File: src/rtl/wb_pkg.sv
// Shared constants and types for the register-file writeback arbiter.
package wb_pkg;

  localparam logic [1:0] REG_DST_RT = 2'b00;
  localparam logic [1:0] REG_DST_RD = 2'b01;
  localparam logic [1:0] REG_DST_RA = 2'b10;

  localparam logic [4:0] RA_REG   = 5'd31;
  localparam logic [4:0] ZERO_REG = 5'd0;

  typedef enum logic [1:0] {
    IDLE,
    HOLD,
    FORCE
  } wb_state_t;

endpackage

File: src/rtl/wb_dest_sel.sv
// Core writeback destination mux: rt, rd or $31 (encoding 11 falls back to rt).
module wb_dest_sel
  import wb_pkg::*;
(
  input  logic [4:0] rt,
  input  logic [4:0] rd,
  input  logic [1:0] reg_dst,
  output logic [4:0] dest,
  output logic       is_zero
);

  always_comb begin
    dest = rt;
    case (reg_dst)
      REG_DST_RD: dest = rd;
      REG_DST_RA: dest = RA_REG;
      default:    dest = rt;
    endcase
    is_zero = (dest == ZERO_REG);
  end

endmodule

File: src/rtl/regfile_wb_arbiter.sv
// Shares the single register-file write port between the core writeback path
// and a one-entry auxiliary result buffer, with bounded auxiliary starvation.
module regfile_wb_arbiter
  import wb_pkg::*;
#(
  parameter int unsigned MAX_WAIT = 4,
  parameter int unsigned DATA_W   = 32
) (
  input  logic              clk,
  input  logic              rst,
  input  logic              core_we,
  input  logic [4:0]        core_rt,
  input  logic [4:0]        core_rd,
  input  logic [1:0]        core_reg_dst,
  input  logic [DATA_W-1:0] core_wdata,
  output logic              core_stall,
  input  logic              aux_valid,
  input  logic [4:0]        aux_dest,
  input  logic [DATA_W-1:0] aux_data,
  output logic              aux_ready,
  output logic              rf_we,
  output logic [4:0]        rf_waddr,
  output logic [DATA_W-1:0] rf_wdata
);

  localparam logic [3:0] WAIT_LAST = 4'(MAX_WAIT - 1);

  wb_state_t         state;
  logic [3:0]        wait_cnt;
  logic [4:0]        buf_dest;
  logic [DATA_W-1:0] buf_data;

  logic [4:0] core_dest;
  logic       core_dest_zero;
  logic       core_eff;

  wb_dest_sel u_dest_sel (
    .rt      (core_rt),
    .rd      (core_rd),
    .reg_dst (core_reg_dst),
    .dest    (core_dest),
    .is_zero (core_dest_zero)
  );

  assign core_eff  = core_we & ~core_dest_zero;
  assign aux_ready = (state == IDLE) & ~rst;

  always_ff @(posedge clk) begin
    if (rst) begin
      state      <= IDLE;
      wait_cnt   <= '0;
      buf_dest   <= '0;
      buf_data   <= '0;
      rf_we      <= 1'b0;
      rf_waddr   <= '0;
      rf_wdata   <= '0;
      core_stall <= 1'b0;
    end else begin
      rf_we      <= 1'b0;
      core_stall <= 1'b0;
      case (state)
        IDLE: begin
          if (core_eff) begin
            rf_we    <= 1'b1;
            rf_waddr <= core_dest;
            rf_wdata <= core_wdata;
          end
          // aux_ready is high here, so aux_valid alone is a handshake
          if (aux_valid && aux_dest != ZERO_REG) begin
            buf_dest <= aux_dest;
            buf_data <= aux_data;
            wait_cnt <= '0;
            state    <= HOLD;
          end
        end
        HOLD: begin
          if (!core_eff) begin
            rf_we    <= 1'b1;
            rf_waddr <= buf_dest;
            rf_wdata <= buf_data;
            wait_cnt <= '0;
            state    <= IDLE;
          end else begin
            rf_we    <= 1'b1;
            rf_waddr <= core_dest;
            rf_wdata <= core_wdata;
            if (core_dest == buf_dest) begin
              wait_cnt <= '0;
              state    <= IDLE;
            end else begin
              if (wait_cnt != 4'hF) wait_cnt <= wait_cnt + 4'd1;
              if (wait_cnt == WAIT_LAST) begin
                state      <= FORCE;
                core_stall <= 1'b1;
              end
            end
          end
        end
        FORCE: begin
          rf_we    <= 1'b1;
          rf_waddr <= buf_dest;
          rf_wdata <= buf_data;
          wait_cnt <= '0;
          state    <= IDLE;
        end
        default: begin
          wait_cnt <= '0;
          state    <= IDLE;
        end
      endcase
    end
  end

endmodule

File: config.mk
export PLATFORM = sky130hd
export DESIGN_NAME = regfile_wb_arbiter
export DESIGN_NICKNAME = d
export VERILOG_FILES = /design/src/rtl/wb_pkg.sv /design/src/rtl/wb_dest_sel.sv /design/src/rtl/regfile_wb_arbiter.sv
export SDC_FILE = /design/constraint.sdc
export NUM_CORES = 1
export LEC_CHECK = 0
export ABC_AREA = 1
export CORE_MARGIN = 4
export CORE_UTILIZATION = 45
export DETAILED_ROUTE_END_ITERATION = 12
export HOLD_SLACK_MARGIN = 0.02
export PLACE_DENSITY = 0.78
export SYNTH_ARGS = -nofsm -noshare
export SYNTH_HDL_FRONTEND = slang
export SYNTH_SLANG_ARGS = --single-unit
File: constraint.sdc
create_clock -name clk -period 2 [get_ports clk]
set_input_delay 0.3 -clock clk [delete_from_list [all_inputs] [get_ports clk]]
set_output_delay 0.3 -clock clk [all_outputs]
set_load 0.05 [all_outputs]
# After elaboration in Yosys (flattened, before gate mapping)

Cells that the tools add are included.

Flip-flop bits (word level): 82
Output and inout port bits: 40
Bits of input ports: 85
Logic and storage cells: 57

Reduce and logical (&&, ||, !) cells: 11
Add/subtract/negate cells: 1
Mux-type cells: 20
Bitwise operators: 6
Eq/ne operators: 11

Operators with widths:

| operator              | count |
|---|---|
| $pmux W32 S3          | 1 |
| $mux W32              | 2 |
| $mux W4               | 4 |
| $pmux W5 S3           | 1 |
| $ne A4 B4 Y1 const B  | 3 |
| $mux W5               | 2 |
| $pmux W5 S2           | 1 |
| $mux W2               | 4 |
| $pmux W4 S2           | 1 |
| $reduce_and A2 Y1     | 4 |
| $eq A5 B5 Y1          | 1 |
| $logic_not A5 Y1      | 1 |
| $reduce_bool A5 Y1    | 1 |
| $add A4 B1 Y4 const B | 1 |
| $eq A2 B1 Y1 const B  | 2 |
| $eq A2 B2 Y1 const B  | 2 |
| $eq A4 B2 Y1 const B  | 1 |
| $not A1 Y1            | 4 |
| $pmux W2 S2           | 1 |
| $reduce_or A4 Y1      | 1 |
| $reduce_bool A3 Y1    | 1 |
| $and A1 B1 Y1         | 2 |
| $logic_not A2 Y1      | 1 |
| $mux W1               | 2 |
| other kinds (5)       | 5 |

# Longest topological paths before layout

Gate-level depths: netlist of the first run.

Word-level depth: 7
Depth in mapped cells: 14
Depth with buffers taken out: 14

# Modules after synthesis

A second synthesis of the first run with hierarchy kept.

Cell total of the unflattened synthesis: 499
Area total of the unflattened synthesis: 3696.0 µm²

Modules (own cells, without submodules):

| module             | seq. area each (µm²) | times used | cells each | area an instance (µm²) |
|---|---|---|---|---|
| regfile_wb_arbiter | 1641.6               | 1          | 464        | 3533.4 |
| wb_dest_sel        | 0.0                  | 1          | 35         | 162.7 |

# Least setup slack after synthesis of the first run

Ideal clock, no wire load.

Path type: input-to-reg
From: in core_reg_dst[0]
To: reg rf_waddr[2]
Required time: 1.878 ns
Stages on the path: 14
Path slack: 0.077 ns
Library setup time: 0.122 ns
Arrival time: 1.801 ns
Buffers on the path: 2
Cell sequence: inv_1 -> ha_1 -> nor2_4 -> nand2_2 -> nand2_2 -> nand3_2 -> o21bai_4 -> buf_8 -> buf_6 -> nand2_1 -> nand3_1 -> nand2_1 -> nand2_1 -> a21oi_2

Word-level cells in the longest chain between the ends: 7
Elaborated cells on any way between the ends: 11
Those cells by class: 3 x eq/ne; 4 x mux; 2 x bitwise; 2 x reduce/logical

RTL lines:

| element                                          | line                     | text |
|---|---|---|
| start: declaration                               | regfile_wb_arbiter.sv:14 | `input logic [1:0] core_reg_dst,` |
| $eq A2 B2 Y1 or $eq A2 B1 Y1 (tied branches)     | wb_dest_sel.sv:14        | `case (reg_dst)` |
| $pmux W5 S2 (*)                                  | wb_dest_sel.sv:14        |  |
| $logic_not A5 Y1                                 | wb_dest_sel.sv:19        | `is_zero = (dest == ZERO_REG);` |
| $not A1 Y1                                       | regfile_wb_arbiter.sv:45 | `assign core_eff = core_we & ~core_dest_zero;` |
| $and A1 B1 Y1                                    | regfile_wb_arbiter.sv:45 |  |
| $mux W5 or $ne A2 B2 Y1 (tied branches)          | --                       |  |
| $pmux W5 S3 or $reduce_and A2 Y1 (tied branches) | --                       |  |
| end signal: assignment                           | regfile_wb_arbiter.sv:65 | `rf_waddr <= core_dest;` |
| end signal: assignment                           | regfile_wb_arbiter.sv:79 | `rf_waddr <= buf_dest;` |
| end signal: assignment                           | regfile_wb_arbiter.sv:85 | `rf_waddr <= core_dest;` |
| end: declaration                                 | regfile_wb_arbiter.sv:22 | `output logic [4:0] rf_waddr,` |

Every way passes the cells marked *; elsewhere a longest branch is shown, timed or not. The select of a mux whose other input is x is not followed.
A chain may end at the register's enable or synchronous reset.

# Final worst setup path of the first run

From: in core_reg_dst[1]
To: reg wait_cnt[3]

Word-level cells in the longest chain between the ends: 7
Elaborated cells on any way between the ends: 12
Those cells by class: 4 x eq/ne; 4 x mux; 2 x bitwise; 2 x reduce/logical

RTL lines:

| element                                                    | line                     | text |
|---|---|---|
| $eq A2 B2 Y1 or $eq A2 B1 Y1 (tied branches)               | wb_dest_sel.sv:14        |  |
| $pmux W5 S2 (*)                                            | wb_dest_sel.sv:14        |  |
| $logic_not A5 Y1                                           | wb_dest_sel.sv:19        |  |
| $not A1 Y1                                                 | regfile_wb_arbiter.sv:45 |  |
| $and A1 B1 Y1                                              | regfile_wb_arbiter.sv:45 |  |
| $ne A4 B4 Y1 (no line) or $mux W4 (tied branches)          | --                       |  |
| $reduce_and A2 Y1 (no line) or $pmux W4 S2 (tied branches) | --                       |  |
| end signal: assignment                                     | regfile_wb_arbiter.sv:91 | `if (wait_cnt != 4'hF) wait_cnt <= wait_cnt + 4'd1;` |
| end: declaration                                           | regfile_wb_arbiter.sv:29 | `logic [3:0] wait_cnt;` |

Every way passes the cells marked *; elsewhere a longest branch is shown, timed or not.

==> summary.md, run 1 <==
| Metric | Value |
|---|---|
| Crit path time final | 1.89 ns |
| Pwr Total | 0.00507 W |
| Net Count, Synth | approximately 830 |
| Asr flop ratio synth | 0 |
| Clk Latency, worst-skew pair | 0.36 ns |
| Chip Width | 111 um |
| Yosys top cell by area | dfxtp_1 |
| Final setup viols | 0 |
| Worst slew pin tran | 0.851 ns |
| IO Pins | approximately 130 |
| Starting Density | 0.464 |
| Initial antenna violation count | 1 |
| Slew headroom | 0.432 |
| Max-slew violations | 0 |
| DR vias | 5272 |
| CTS Buf Count | 9 |
| Hold worst-path end | buf_data[20]$_SDFFE_PP0P_ |
| RSZ-0062 raised after global routing | no |
| DR iter-0 viols | 351 |
| Vias per Instance | around 5.3 |
| Clock Sink Count | 82 |
| Max Freq | 530 MHz |
| Clock Skews | 0.0108 ns |
| Crit path capture type | flip-flop |
| Sequential-to-total area share from yosys stat | 0.341 |
| Largest cells by area after synthesis | dfxtp_1 (34%), nand2_1 (16%), a21oi_1 (10%), nand3_1 (8.3%), inv_1 (7.0%) |
| Outcome | completed |
| Final net count | 950 |
| Post-synth top area share | 0.341 |
| Top_reg_cell synth | dfxtp_1 |
| Ys Warns | 0 |
| Fin. Hold Viols | 0 |
| Synthesized area | a little under 5000 um^2 |
| Pin count of the biggest net entering global routing | 46 |
| Cts hold-fix bufs | 0 |
| First-pass GRT wire length | around 24 mm |
| Min-Delay Path Depth | 2 |
| Vias in the first global route | 5090 |
| PD cells | roughly 760 nW/um^2 |
| Num rows | 37 |
| Fin crit share | 0.944 |
| Share of cells above drive strength 1 | 0.116 |
| Yosys cell types | 33 |
| CTS H-tree lvls | 3 |
| Die ar. | 12400 um^2 |
| Worst vdd ir | around 0.00035 V |
| Cell count after synthesis | 738 |
| CP Data Required Time | 2.25 ns |
| Yosys reg bits | 82 |
| PortBufs | 124 |
| Number of synthesized flops with an enable pin | 0 |
| Leakage | 3.01 nW |
| Clock tree from TritonCTS | done |
| All-layer global routing usage | 0.224 |
| Antenna Nets Post-Route | 0 |
| Routed wire per std cell | approximately 14 um |
| Placer Congestion | 0.882 |
| CTS root buffer | clkbuf_8 |
| Core area | 10400 um^2 |
| Synth Area per Inst | around 6.5 um^2 |
| Setup TNS | 0 ns |
| R2R Path End | rf_waddr[4]$_SDFFE_PP0P_ |
| Area Overhead vs Synth | 37.8% |
| Critical Setup Path Class | primary input to flip-flop |
| Worst-path clk slew | 0.08 ns |
| Final HPWL DP | between 9 and 10 mm |
| Reg-to-Reg Start | state[0]$_SDFFE_PP0P_ |
| Crit path DAT | roughly 2.1 ns |
| Reg2Reg Setup Slack | 0.13 ns |
| Worst reg2reg path depth | 8 |
| DRC viols | 0 |
| Hold Path Class | flip-flop to flip-flop |
| CTS Buffer Depth | 2 |
| DR pass1 iterations | 5 |
| Beginning of the worst hold path | buf_data[20]$_SDFFE_PP0P_ |
| Critical path startpoint category | primary input |
| Max Fanout on Critical Path | 5 |
| Drt total wl | 14.2 mm |
| Gr ovfl total | 0 |
| Worst Setup SP | core_reg_dst[1] |
| Die H | 111 um |
| Max Cap Viol | 0 |
| # diodes | 0 |
| Filler cells | 926 |
flip-flops by register name (all words and copies together) (netlist names):
register,flops
buf_data,32
rf_wdata,32
buf_dest,5
rf_waddr,5
wait_cnt,4
state,2
core_stall,1
rf_we,1
cell usage after synthesis (3+ instances only):
cell      count
nand2_1     199
a21oi_1     100
inv_1        90
dfxtp_1      82
nand3_1      80
o21ai_0      52
clkbuf_1     26
o21ai_1      23
a21oi_2      17
buf_6        11
nor2_1       11
ha_1          9
nand2_2       7
buf_2         4
buf_1         3
buf_4         3
nor2_2        3
xor2_1        3
final cells by class:
| cell class | count | area, um^2 | area share |
|---|---|---|---|
| multi-input combinational | 514 | 2590 | 0.391 |
| sequential | 82 | 1640 | 0.248 |
| timing repair buffer | 156 | 1630 | 0.246 |
| inverter | 93 | 352 | 0.0531 |
| tap | 136 | 170 | 0.0257 |
| clock buffer | 10 | 128 | 0.0193 |
| clock inverter | 6 | 113 | 0.0170 |
worst max-delay path by stage:
| stage | slack [ns] | endpoint |
|---|---|---|
| 6_report | 0.11 | wait_cnt[3]$_SDFFE_PP0P_ |
| 5_1_grt | 0.004 | aux_ready |
| 4_1_cts | 0.07 | wait_cnt[3]$_SDFFE_PP0P_ |
| 3_5_place_dp | -0.75 | wait_cnt[2]$_SDFFE_PP0P_ |
| 3_3_place_gp | -0.57 | wait_cnt[3]$_SDFFE_PP0P_ |
| 2_1_floorplan | 0.08 | rf_waddr[2]$_SDFFE_PP0P_ |
cell usage in the layout, fill, tap and decap left out, drive strengths merged:
cell	n
nand2	207
clkdlybuf4s50	120
a21oi	117
inv	95
dfxtp	82
nand3	82
o21ai	75
buf	34
nor2	15
clkbuf	11
ha	9
xor2	3
bufinv	3
o21bai	2
nor4	1
nor3b	1
a211oi	1
nand4	1
clkinv	1
clkdlybuf4s15	1
cells by family after synthesis:
kind of cell / after synthesis / synth area share
flops: 82 / 0.341
buf+inv: 142 / 0.135
xor+xnor: 3 / 0.00547
fa+ha+maj: 9 / 0.0234
simple gates: 307 / 0.275
compound gates: 195 / 0.220
metal layers:
metal | GRT usage | share of wire | vias up
li1 | - | - | 2618
met1 | 0.283 | 0.42 | 2347
met2 | 0.377 | 0.47 | 262
met3 | 0.0429 | 0.083 | 43
met4 | 0.0900 | 0.025 | 2
met5 | 0 | 0.00091 | -
report_power, final:
group          switching (W)  internal, W
Sequential         0.0000999      0.00180
Clock               0.000641     0.000838
Combinational        0.00101     0.000679
per-stage QoR:
stage          std cells  instance area, um^2  setup WS, ns  hold slack, ns  utilization
3_5_place_dp         979                 6280        -0.745           0.460        0.606
5_1_grt              997                 6630       0.00433           0.491        0.639
4_1_cts              997                 6590        0.0738           0.473        0.636
2_1_floorplan        738                 4810        0.0766           0.369            -
6_report             997                 6630         0.113           0.471        0.639
3_3_place_gp         979                 6280        -0.575           0.451        0.606
critical path: stages:
cell,delay (ns)
clkdlybuf4s15_1,0.22
buf_4,0.16
ha_1,0.19
nor2_2,0.14
nand2_1,0.08
nand2_2,0.10
nand3_2,0.09
o21bai_4,0.23
buf_12,0.17
nor2_2,0.06
nand2_2,0.09
nor2_1,0.06
o21bai_1,0.16
inv_1,0.07
repair_timing:
action	CTS	global route
gates cloned	0	0
setup buffers	2	0
endpoints found under the setup margin	45	42
pin swaps	5	8
resized for setup	12	11
hold endpoints to repair	0	0
No activity file was read; power rests on OpenSTA's default activity.
==> inputs of run 2 (changes only) <==
Settings changed: GPL_TIMING_DRIVEN set to 0.
==> run 2 against run 1 <==
First-iteration DRC count down 10%; setup slack better by 0.017 ns; via count down 0.63%; hold slack better by 0.0022 ns; largest cell class unchanged; critical path type is now flip-flop to output port; global-route usage up 1.0 points; die area unchanged.
==> summary.md, run 2 (same netlist as run 1, synthesis figures left out) <==
| Metric | Value |
|---|---|
| Outcome | completed |
| CTS Buf Count | 9 (unchanged) |
| Clock tree from TritonCTS | done |
| PD cells | 742 nW/um^2 (-3.0%) |
| CTS root buffer | clkbuf_8 |
| Area Overhead vs Synth | 36.0% |
| Cts hold-fix bufs | 0 (unchanged) |
| Crit path DAT | 1.57 ns (-0.56 ns) |
| Pwr Total | 0.00485 W (-4.3%) |
| Antenna Nets Post-Route | 0 (unchanged) |
| Clock Skews | 0.00956 ns (-0.00129 ns) |
| CTS Buffer Depth | 2 (unchanged) |
| Chip Width | 111 um (unchanged) |
| Drt total wl | 14.8 mm (+4.0%) |
| Final Cell Area | 6540 um^2 (-1.3%) |
| Pin count of the biggest net entering global routing | 15 (-67%) |
| Final setup viols | 0 (unchanged) |
| PortBufs | 123 (-0.81%) |
| Die ar. | 12400 um^2 (unchanged) |
| Filler cells | 977 (+5.5%) |
| Vias in the first global route | 4906 (-3.6%) |
| CP Data Required Time | 1.70 ns (-0.55 ns) |
| Worst-path clk slew | 0.09 ns (about the same) |
| Vias per Instance | 5.16 (-2.5%) |
| DR vias | 5239 (-0.63%) |
| Gr ovfl total | 0 (unchanged) |
| Setup TNS | 0 ns (unchanged) |
| CP top delay family | flip-flops |
| Share of cells above drive strength 1 | 0.113 (-0.00364) |
| Core area | 10400 um^2 (unchanged) |
| Slew headroom | 0.622 (+0.190) |
| Critical Setup Path Class | flip-flop to output port |
| Starting Density | 0.464 (unchanged) |
| DRC viols | 0 (unchanged) |
| Max Cap Viol | 0 (unchanged) |
| DP Worst Slack | -0.701 ns (+0.0445 ns) |
| Routed wire per std cell | 14.6 um (+2.1%) |
| Crit path largest cell delay | 0.45 ns (+0.22 ns) |
| Clk Latency, worst-skew pair | 0.36 ns (about the same) |
| Biggest regs | buf_data (32), rf_wdata (32) |
| All-layer global routing usage | 0.235 (+0.0105) |
| DR iter-0 viols | 315 (-10%) |
| Leakage | 3.01 nW (about the same) |
| Max-slew violations | 0 (unchanged) |
| Max Fanout on Critical Path | 5 (unchanged) |
| CP dominant cell by count | inv_1 |
| Crit path time final | 1.87 ns (-0.0174 ns) |
| CP max stage cell | dfxtp_1 |
| Placed inst area | 6210 um^2 (-1.2%) |
| # diodes | 0 (unchanged) |
| Clock Sink Count | 82 (unchanged) |
| Most frequent cells in the layout | nand2_1 (197), clkdlybuf4s50_1 (120), a21oi_1 (100), inv_1 (89), dfxtp_1 (82) |
| RSZ-0062 raised after global routing | yes |
| Hold Path Class | flip-flop to flip-flop |
| DR pass1 iterations | 5 (unchanged) |
| CP Buf/Inv Count | 3 (-1) |
| Placer Congestion | 0.940 (+6.6%) |
| Critical path startpoint category | flip-flop |
| Worst vdd ir | 0.000450 V (+27%) |
| Num rows | 37 (unchanged) |
| IO Pins | 125 (unchanged) |
| CTS H-tree lvls | 3 (unchanged) |
| Final net count | 969 (+2.0%) |
| Most common cell after layout, fill and taps aside | nand2_1 |
| Fin crit share | 0.935 (-0.00869) |
| Final HPWL DP | 10.6 mm (+8.2%) |
| Crit path capture type | output port |
| CP Cell Sequence | inv_1 > ha_1 > inv_1 > nor2_1 > buf_2 |
| Max Freq | 535 MHz (+0.93%) |
| Fin. Hold Viols | 0 (unchanged) |
| First-pass GRT wire length | 24.3 mm (+3.2%) |
| Final WS setup | 0.130 ns (+0.0174 ns) |
| Worst slew pin tran | 0.567 ns (-0.284 ns) |
| Die H | 111 um (unchanged) |
| Initial antenna violation count | 0 (-1) |
run 2: cell count changes in the layout (fill, tap and decap cells not counted), moves of 6 or more:
cell	before	now
clkbuf_1	1	8
buf_6	3	10
buf_4	19	4
clkbuf_2	1	18
buf_2	0	6
buf_12	12	1
run 2: area by class of cell:
cell class,count,area [um^2],share of cell area
Tap cell,136,170,0.0260
Buffer,49,330,0.0505
Timing Repair Buffer,126,1270,0.194
Clock buffer,11,151,0.0232
Multi-Input combinational cell,514,2560,0.392
Inverter,93,353,0.0540
Sequential cell,82,1640,0.251
Clock inverter,5,61.3,0.00938
run 2: worst paths after layout:
kind	from	endpoint	slack, ns	cells after the start
worst max-delay path	state[0]$_SDFFE_PP0P_	aux_ready	0.13	5
worst min-delay path	buf_data[24]$_SDFFE_PP0P_	buf_data[24]$_SDFFE_PP0P_	0.47	2
worst max register to register	state[0]$_SDFFE_PP0P_	rf_wdata[1]$_SDFFE_PP0P_	0.15	8
worst min register to register	buf_data[24]$_SDFFE_PP0P_	buf_data[24]$_SDFFE_PP0P_	0.47	2
run 2: what timing repair did:
action	CTS	global route
cloned	1	1
pin swaps	4	4
gates resized for setup	18	44
endpoints found under the setup margin	80	71
buffers inserted	1	0
run 2: worst register-to-register path, stage by stage (launching register included):
cell and delay [ns]:
dfxtp_1 0.38, inv_1 0.11, ha_1 0.14, clkbuf_1 0.44, clkbuf_2 0.34, a21oi_1 0.11, nand2_1 0.09, nand2_2 0.07
a21oi_2 0.11
run 2: report_power, final:
part	switching [W]	internal [W]	leakage (nW)
Combinational	0.00103	0.000638	2.23
Clock	0.000645	0.000650	0.0982
Sequential	0.0000937	0.00180	0.681
run 2: metal layers:
metal / up-vias / global-route usage / wire length (um)
met5: - / 0 / 0
met4: 0 / 0.0665 / 253
met3: 22 / 0.0429 / 928
met2: 189 / 0.394 / 7020
met1: 2366 / 0.310 / 6610
li1: 2662 / - / -
run 2: stage by stage:
| step | hold WS, ns | std cells | utilization |
|---|---|---|---|
| after detailed placement | 0.460 | 997 | 0.599 |
| after global placement | 0.455 | 997 | 0.599 |
| final | 0.473 | 1016 | 0.631 |
| after CTS | 0.472 | 1015 | 0.625 |
| after global routing | 0.491 | 1016 | 0.631 |
| after floorplan | 0.369 | 738 | - |
